[src/rtl/lsu_pkg.sv]
// lsu_pkg: access codes, FSM states and size helpers for the data memory port
package lsu_pkg;

    localparam logic [2:0] DRW_LB  = 3'b000;
    localparam logic [2:0] DRW_LH  = 3'b001;
    localparam logic [2:0] DRW_LBU = 3'b010;
    localparam logic [2:0] DRW_LHU = 3'b011;
    localparam logic [2:0] DRW_LW  = 3'b100;
    localparam logic [2:0] DRW_SB  = 3'b101;
    localparam logic [2:0] DRW_SH  = 3'b110;
    localparam logic [2:0] DRW_SW  = 3'b111;

    typedef enum logic [1:0] {IDLE, BEAT0, BEAT1, RESP} state_t;

    function automatic logic [2:0] drw_size(input logic [2:0] drw);
        return (drw == DRW_LB || drw == DRW_LBU || drw == DRW_SB) ? 3'd1 :
               (drw == DRW_LH || drw == DRW_LHU || drw == DRW_SH) ? 3'd2 : 3'd4;
    endfunction

    function automatic logic is_store(input logic [2:0] drw);
        return drw[2] & (drw[1] | drw[0]);
    endfunction

endpackage

[src/rtl/data_mem_port_if.sv]
// data_mem_port_if: core-side load/store request and SRAM bus of the data memory port
interface data_mem_port_if #(parameter int ADDR_W = 32, parameter int WORD_AW = 10);

    logic               req;
    logic [2:0]         datarw;
    logic [ADDR_W-1:0]  addr;
    logic [31:0]        wdata;
    logic [31:0]        rdata;
    logic               done;
    logic               busy;
    logic               sram_en;
    logic               sram_we;
    logic [3:0]         sram_be;
    logic [WORD_AW-1:0] sram_addr;
    logic [31:0]        sram_wdata;
    logic [31:0]        sram_rdata;

    modport master (
        output req, datarw, addr, wdata, sram_rdata,
        input  rdata, done, busy, sram_en, sram_we, sram_be, sram_addr, sram_wdata
    );

    modport slave (
        input  req, datarw, addr, wdata, sram_rdata,
        output rdata, done, busy, sram_en, sram_we, sram_be, sram_addr, sram_wdata
    );

endinterface

[src/rtl/lsu_align.sv]
// lsu_align: byte enables, store data lane shifting and load extract/extend
module lsu_align
    import lsu_pkg::*;
(
    input  logic [2:0]  drw,
    input  logic [1:0]  off,
    input  logic [31:0] wdata,
    input  logic [31:0] b0,
    input  logic [31:0] b1,
    output logic [3:0]  be0,
    output logic [3:0]  be1,
    output logic        split,
    output logic [31:0] wd0,
    output logic [31:0] wd1,
    output logic [31:0] rdata
);

    logic [2:0]  n;
    logic [7:0]  m;
    logic [31:0] wm;
    logic [63:0] wsh;
    logic [31:0] rsh;

    // lane masks over the two-word window, store shifting and load extension
    always_comb begin
        n     = drw_size(drw);
        m     = ((8'd1 << n) - 8'd1) << off;
        be0   = m[3:0];
        be1   = m[7:4];
        split = |m[7:4];
        wm    = n == 3'd1 ? {24'b0, wdata[7:0]} : n == 3'd2 ? {16'b0, wdata[15:0]} : wdata;
        wsh   = {32'b0, wm} << {off, 3'b000};
        wd0   = wsh[31:0];
        wd1   = wsh[63:32];
        rsh   = 32'({b1, b0} >> {off, 3'b000});
        rdata = drw == DRW_LB  ? {{24{rsh[7]}}, rsh[7:0]} :
                drw == DRW_LH  ? {{16{rsh[15]}}, rsh[15:0]} :
                drw == DRW_LBU ? {24'b0, rsh[7:0]} :
                drw == DRW_LHU ? {16'b0, rsh[15:0]} :
                drw == DRW_LW  ? rsh : 32'b0;
    end

endmodule

[src/rtl/data_mem_port.sv]
// data_mem_port: load/store port splitting misaligned accesses into two SRAM beats
module data_mem_port
    import lsu_pkg::*;
#(
    parameter int ADDR_W  = 32,
    parameter int WORD_AW = 10
) (
    input logic          clk,
    input logic          rst,
    data_mem_port_if.slave bus
);

    state_t             state, state_n;
    logic [2:0]         drw_q, a_drw;
    logic [WORD_AW+1:0] addr_q, a_addr;
    logic [31:0]        wdata_q, a_wdata, b0_q;
    logic               split_q;
    logic               en_q, we_q, en_n, we_n;
    logic [3:0]         be_q, be_n;
    logic [WORD_AW-1:0] sa_q, sa_n, word;
    logic [31:0]        wd_q, wd_n;
    logic [3:0]         be0, be1;
    logic               split;
    logic [31:0]        wd0, wd1, ld;
    logic               unused_addr;

    assign unused_addr = ^bus.addr[ADDR_W-1:WORD_AW+2];
    assign a_drw   = state == IDLE ? bus.datarw : drw_q;
    assign a_addr  = state == IDLE ? bus.addr[WORD_AW+1:0] : addr_q;
    assign a_wdata = state == IDLE ? bus.wdata : wdata_q;
    assign word    = a_addr[WORD_AW+1:2];

    lsu_align u_align (
        .drw   (a_drw),
        .off   (a_addr[1:0]),
        .wdata (a_wdata),
        .b0    (split_q ? b0_q : bus.sram_rdata),
        .b1    (split_q ? bus.sram_rdata : 32'b0),
        .be0   (be0),
        .be1   (be1),
        .split (split),
        .wd0   (wd0),
        .wd1   (wd1),
        .rdata (ld)
    );

    // next state and the SRAM strobes to register for the coming beat
    always_comb begin
        state_n = state;
        en_n    = 1'b0;
        we_n    = 1'b0;
        be_n    = 4'b0;
        sa_n    = sa_q;
        wd_n    = wd_q;
        case (state)
            IDLE: if (bus.req) begin
                state_n = BEAT0;
                en_n    = 1'b1;
                we_n    = is_store(a_drw);
                be_n    = be0;
                sa_n    = word;
                wd_n    = wd0;
            end
            BEAT0: begin
                state_n = split_q ? BEAT1 : RESP;
                en_n    = split_q;
                we_n    = split_q & is_store(a_drw);
                be_n    = split_q ? be1 : 4'b0;
                sa_n    = split_q ? word + 1'b1 : sa_q;
                wd_n    = split_q ? wd1 : wd_q;
            end
            BEAT1: state_n = RESP;
            RESP:  state_n = IDLE;
            default: state_n = IDLE;
        endcase
    end

    // state, registered SRAM outputs, captured request and first read beat
    always_ff @(posedge clk) begin
        if (rst) begin
            state   <= IDLE;
            en_q    <= 1'b0;
            we_q    <= 1'b0;
            be_q    <= 4'b0;
            sa_q    <= '0;
            wd_q    <= 32'b0;
            drw_q   <= 3'b0;
            addr_q  <= '0;
            wdata_q <= 32'b0;
            split_q <= 1'b0;
            b0_q    <= 32'b0;
        end else begin
            state <= state_n;
            en_q  <= en_n;
            we_q  <= we_n;
            be_q  <= be_n;
            sa_q  <= sa_n;
            wd_q  <= wd_n;
            if (state == IDLE && bus.req) begin
                drw_q   <= bus.datarw;
                addr_q  <= bus.addr[WORD_AW+1:0];
                wdata_q <= bus.wdata;
                split_q <= split;
            end
            if (state == BEAT1) b0_q <= bus.sram_rdata;
        end
    end

    assign bus.busy       = state != IDLE;
    assign bus.done       = state == RESP;
    assign bus.rdata      = state == RESP ? ld : 32'b0;
    assign bus.sram_en    = en_q;
    assign bus.sram_we    = we_q;
    assign bus.sram_be    = be_q;
    assign bus.sram_addr  = sa_q;
    assign bus.sram_wdata = wd_q;

endmodule

[src/flat_wrapper.sv]
// flat-port wrapper written by rule: the top's interface ports become plain ports
module data_mem_port_flat import lsu_pkg::*;
#(
    parameter int ADDR_W  = 32,
    parameter int WORD_AW = 10
)
  (clk, rst, bus_req, bus_datarw, bus_addr, bus_wdata, bus_sram_rdata, bus_rdata, bus_done, bus_busy, bus_sram_en, bus_sram_we, bus_sram_be, bus_sram_addr, bus_sram_wdata);
  data_mem_port_if #(.ADDR_W(ADDR_W), .WORD_AW(WORD_AW)) bus_i ();
  input logic clk;
  input logic rst;
  input wire logic [$bits(bus_i.req)-1:0] bus_req;
  input wire logic [$bits(bus_i.datarw)-1:0] bus_datarw;
  input wire logic [$bits(bus_i.addr)-1:0] bus_addr;
  input wire logic [$bits(bus_i.wdata)-1:0] bus_wdata;
  input wire logic [$bits(bus_i.sram_rdata)-1:0] bus_sram_rdata;
  output wire logic [$bits(bus_i.rdata)-1:0] bus_rdata;
  output wire logic [$bits(bus_i.done)-1:0] bus_done;
  output wire logic [$bits(bus_i.busy)-1:0] bus_busy;
  output wire logic [$bits(bus_i.sram_en)-1:0] bus_sram_en;
  output wire logic [$bits(bus_i.sram_we)-1:0] bus_sram_we;
  output wire logic [$bits(bus_i.sram_be)-1:0] bus_sram_be;
  output wire logic [$bits(bus_i.sram_addr)-1:0] bus_sram_addr;
  output wire logic [$bits(bus_i.sram_wdata)-1:0] bus_sram_wdata;
  assign bus_i.req = bus_req;
  assign bus_i.datarw = bus_datarw;
  assign bus_i.addr = bus_addr;
  assign bus_i.wdata = bus_wdata;
  assign bus_i.sram_rdata = bus_sram_rdata;
  assign bus_rdata = bus_i.rdata;
  assign bus_done = bus_i.done;
  assign bus_busy = bus_i.busy;
  assign bus_sram_en = bus_i.sram_en;
  assign bus_sram_we = bus_i.sram_we;
  assign bus_sram_be = bus_i.sram_be;
  assign bus_sram_addr = bus_i.sram_addr;
  assign bus_sram_wdata = bus_i.sram_wdata;
  data_mem_port #(.ADDR_W(ADDR_W), .WORD_AW(WORD_AW)) u_core (.clk(clk), .rst(rst), .bus(bus_i));
endmodule
[config.mk]
export PLATFORM = sky130hd
export DESIGN_NAME = data_mem_port_flat
export DESIGN_NICKNAME = d
export VERILOG_FILES = /design/src/rtl/lsu_pkg.sv /design/src/rtl/data_mem_port_if.sv /design/src/rtl/lsu_align.sv /design/src/rtl/data_mem_port.sv /design/src/flat_wrapper.sv
export SDC_FILE = /design/constraint.sdc
export NUM_CORES = 1
export LEC_CHECK = 0
export ABC_AREA = 1
export BUFFER_PORTS_ARGS = -buffer_cell sky130_fd_sc_hd__buf_2
export CAP_MARGIN = 0
export CORE_ASPECT_RATIO = 1.5
export CORE_MARGIN = 5
export CORE_UTILIZATION = 25
export DETAILED_ROUTE_END_ITERATION = 8
export GPL_ROUTABILITY_DRIVEN = 1
export PLACE_DENSITY = 0.43
export SYNTH_ARGS = -nofsm -noshare
export SYNTH_HDL_FRONTEND = slang
export SYNTH_SLANG_ARGS = --single-unit
export TNS_END_PERCENT = 100
[constraint.sdc]
create_clock -name clk -period 6.9 [get_ports clk]
set_input_delay 1.035 -clock clk [delete_from_list [all_inputs] [get_ports clk]]
set_output_delay 1.035 -clock clk [all_outputs]
set_load 0.01 [all_outputs]
==> summary.md <==
| Metric | Value |
|---|---|
| Status | `finished clean` |
| RSZ-0062 raised after global routing | `false` |
| Pwr dens | `513 nW/um^2` |
| Hold_buf cts | `0` |
| DIE WIDTH | `159 um` |
| Fraction of layout cells with a size suffix above 1 | `0.167` |
| Worst R2R End | `u_core.bus.sram_wdata[7]$_SDFFE_PP0P_` |
| Routed Antenna Nets | `0` |
| Mapped Area | `8320 um^2` |
| Final setup viols | `0` |
| Vias | `9,193` |
| Initial antenna violation count | `4` |
| GRT Total Usage | `0.178` |
| DR iter-0 viols | `496` |
| Class of the most critical setup path | `reg -> out` |
| Hold Path Sink | `u_core.addr_q[3]$_SDFFE_PP0P_` |
| Hold depth | `2` |
| H-tree depth | `4` |
| CP Buf/Inv Count | `3` |
| Most frequent cells in the layout | `nand2_1 (372), nor2_1 (184), buf_2 (163), o21ai_0 (162), dfxtp_1 (130)` |
| Final instance area | `9850 um^2` |
| Worst min path class | `reg -> reg` |
| # DRC | `0` |
| CP endpoint kind | `output port` |
| Fillers | `3,720` |
| CTS tree | `done` |
| Synth Flop Type | `dfxtp_1` |
| Most frequent cell on the critical path | `nand2_1` |
| Max_slew headroom | `0.251` |
| Die Area | `37,100 um^2` |
| Reg2reg setup slack | `3.74 ns` |
| Synth Instances | `1,365` |
| Clk buf depth | `2` |
| Most common cell after layout, fill and taps aside | `nand2_1` |
| Max Freq | `212 MHz` |
| Vias in the first global route | `8,820` |
| Crit Reg-Reg Startpoint | `u_core.state[0]$_SDFFE_PP0P_` |
| First-pass GRT wire length | `51,400 um` |
| Max FO, Critical Path | `37` |
| YS warnings | `0` |
| Area Growth Syn to Fin | `18.4%` |
| Post-synth EDFFs | `0` |
| Asr flop ratio synth | `0` |
| Pwr Total | `5050 uW` |
| Cell chain of the critical path | `inv_1 > ha_2 > inv_1 > nand2_1 > nand2_2 > o21ai_0 > nand2_1 > nand2_1 > nand2_1 > nand2_1 > nor2_1 > buf_2` |
| Port bufs | `163` |
| Hold path start | `u_core.addr_q[3]$_SDFFE_PP0P_` |
| Final Wtd Congestion | `0.812` |
| Slowest stage delay, CP | `0.63 ns` |
| Worst skew pair latency | `0.44 ns` |
| Area occupied by multi-input gates | `4860 um^2` |
| Synthesized Nets | `1,473` |
| Worst setup SP type | `register` |
| Fin. Hold Viols | `0` |
| Fin Setup TNS | `0 ns` |
| Fin crit period | `4.71 ns` |
| Cts bufs inserted | `17` |
| # IOs | `184` |
| Worst hold slack | `0.452 ns` |
| VDD IR max | `0.192 mV` |
| P_leak | `0.00464 uW` |
| DRT Pass-1 Iters | `5` |
| Yosys cell types | `35` |
| CTS Root Cell | `clkbuf_16` |
| Cell family with most CP delay | `simple AND/OR/NAND/NOR gates` |
| Die height | `233 um` |
| Tcrit/Tclk final | `0.683` |
| CTS Sinks | `130` |
| CORE AREA | `32,700 um^2` |
| Clock slew at reported path FFs | `0.06 ns` |
| Max-cap viol count | `0` |
| Avg WL per Cell | `17.9 um` |
| Slowest CP cell | `nand2_1` |
| Via density per instance | `4.87` |
| WP data required | `5.86 ns` |
| Dpl hpwl | `24,200 um` |
| Largest net degree at the start of global routing | `65` |
| #FFs+latches synth | `130` |
| Number of placement rows | `81` |
| Post-DP Area | `9210 um^2` |
| Initial Util | `0.254` |
| Final #Nets | `1,565` |
| Pins Over Slew Limit | `0` |
| Setup bufs post-CTS | `0` |
| Post-CTS Resized | `0` |
| Worst-margin pin slew | `1.12 ns` |
| Post-Syn Area per Cell | `6.10 um^2` |
| Worst Skew | `0.00929 ns` |
| Seq/Total Area, Yosys | `0.313` |
| Data arrival, critical path | `3.68 ns` |
| Register Area | `2600 um^2` |
| Wirelength, routed | `33,700 um` |
| GRT overflow | `0` |
| FF-to-FF path depth | `10` |
-- worst reg2reg max path, stage by stage, from the launching register on --
cell and delay, ns:
dfxtp_1 0.40, inv_1 0.10, ha_2 0.29, inv_1 0.25, buf_4 0.42, nor2_1 0.19, nor3_4 0.17, buf_4 0.53
inv_2 0.33, a31oi_1 0.26, a21oi_1 0.09
-- cells in the mapped netlist, types with 2 or more instances --
| master | number | area, um^2 |
|---|---|---|
| dfxtp_1 | 130 | 2600 |
| o21ai_0 | 162 | 811 |
| buf_6 | 9 | 101 |
| clkbuf_1 | 36 | 135 |
| inv_1 | 76 | 285 |
| o211ai_1 | 14 | 105 |
| inv_2 | 2 | 7.51 |
| nand2_1 | 373 | 1400 |
| a211oi_1 | 13 | 97.6 |
| buf_4 | 18 | 135 |
| a31oi_1 | 8 | 50.1 |
| nand2_2 | 7 | 43.8 |
| a221oi_1 | 5 | 43.8 |
| nand3_1 | 92 | 460 |
| buf_1 | 2 | 7.51 |
| nor2_1 | 184 | 691 |
| ha_1 | 6 | 75.1 |
| a21oi_1 | 121 | 606 |
| or2_2 | 7 | 43.8 |
| nor2_2 | 7 | 43.8 |
| o21ai_2 | 5 | 43.8 |
| buf_2 | 40 | 200 |
| nand4_1 | 26 | 163 |
| o21ai_1 | 5 | 25.0 |
| nor2_4 | 2 | 22.5 |
| xor2_1 | 4 | 35.0 |
| o22ai_1 | 3 | 18.8 |
-- through the flow --
stage | util | setup slack, ns | instances
2_1_floorplan | - | 3.73 | 1365
3_3_place_gp | 0.281 | 2.45 | 1853
3_5_place_dp | 0.281 | 2.40 | 1853
4_1_cts | 0.301 | 2.09 | 1885
5_1_grt | 0.301 | 1.77 | 1885
6_report | 0.301 | 2.19 | 1886
-- report_power, final --
group          switching [uW]  internal, uW  total (uW)
logic                    2130           840        2960
registers                 109           977        1090
clock network             369           634        1000
-- cell families (layout without fill, tap and decap cells) --
family          Yosys count  in the layout  synth area share
compound gates          338            338             0.218
other cells               0              1                 0
fa+ha+maj                 6              6           0.00902
simple gates            702            702             0.349
xor+xnor                  5              5           0.00526
buf+inv                 184            289             0.105
flops                   130            130             0.313
-- worst max-delay path by stage --
stage	depth (start not counted)	from	end
floorplan	10	bus_datarw[0]	bus_rdata[22]
global route	10	u_core.state[1]$_SDFFE_PP0P_	bus_rdata[26]
finish	12	u_core.state[0]$_SDFFE_PP0P_	bus_rdata[11]
CTS	12	u_core.state[0]$_SDFFE_PP0P_	bus_rdata[31]
global placement	10	bus_datarw[0]	bus_rdata[15]
detailed placement	10	bus_datarw[0]	bus_rdata[31]
-- state kept, by name (all words and copies together), names as in the netlist, 2 cells and up --
signal and count:
u_core.state 2, u_core.bus.sram_be 4, u_core.drw_q 3, u_core.bus.sram_wdata 32, u_core.addr_q 12, u_core.b0_q 32, u_core.bus.sram_addr 10, u_core.wdata_q 32
-- final cells by class --
class | instances | share of cell area
multi-input combinational | 1051 | 0.493
sequential | 130 | 0.264
timing repair buffer | 178 | 0.0942
tap | 415 | 0.0527
clock buffer | 20 | 0.0474
inverter | 79 | 0.0302
clock inverter | 12 | 0.0182
antenna | 1 | 0.000254
-- layer usage --
layer,up-vias,share of wire,track usage
li1,4681,-,-
met1,4232,0.38,0.187
met2,225,0.53,0.339
met3,49,0.045,0.0383
met4,6,0.037,0.0774
met5,-,0.00098,0
Note: power is estimated with default switching activity, not from simulation.
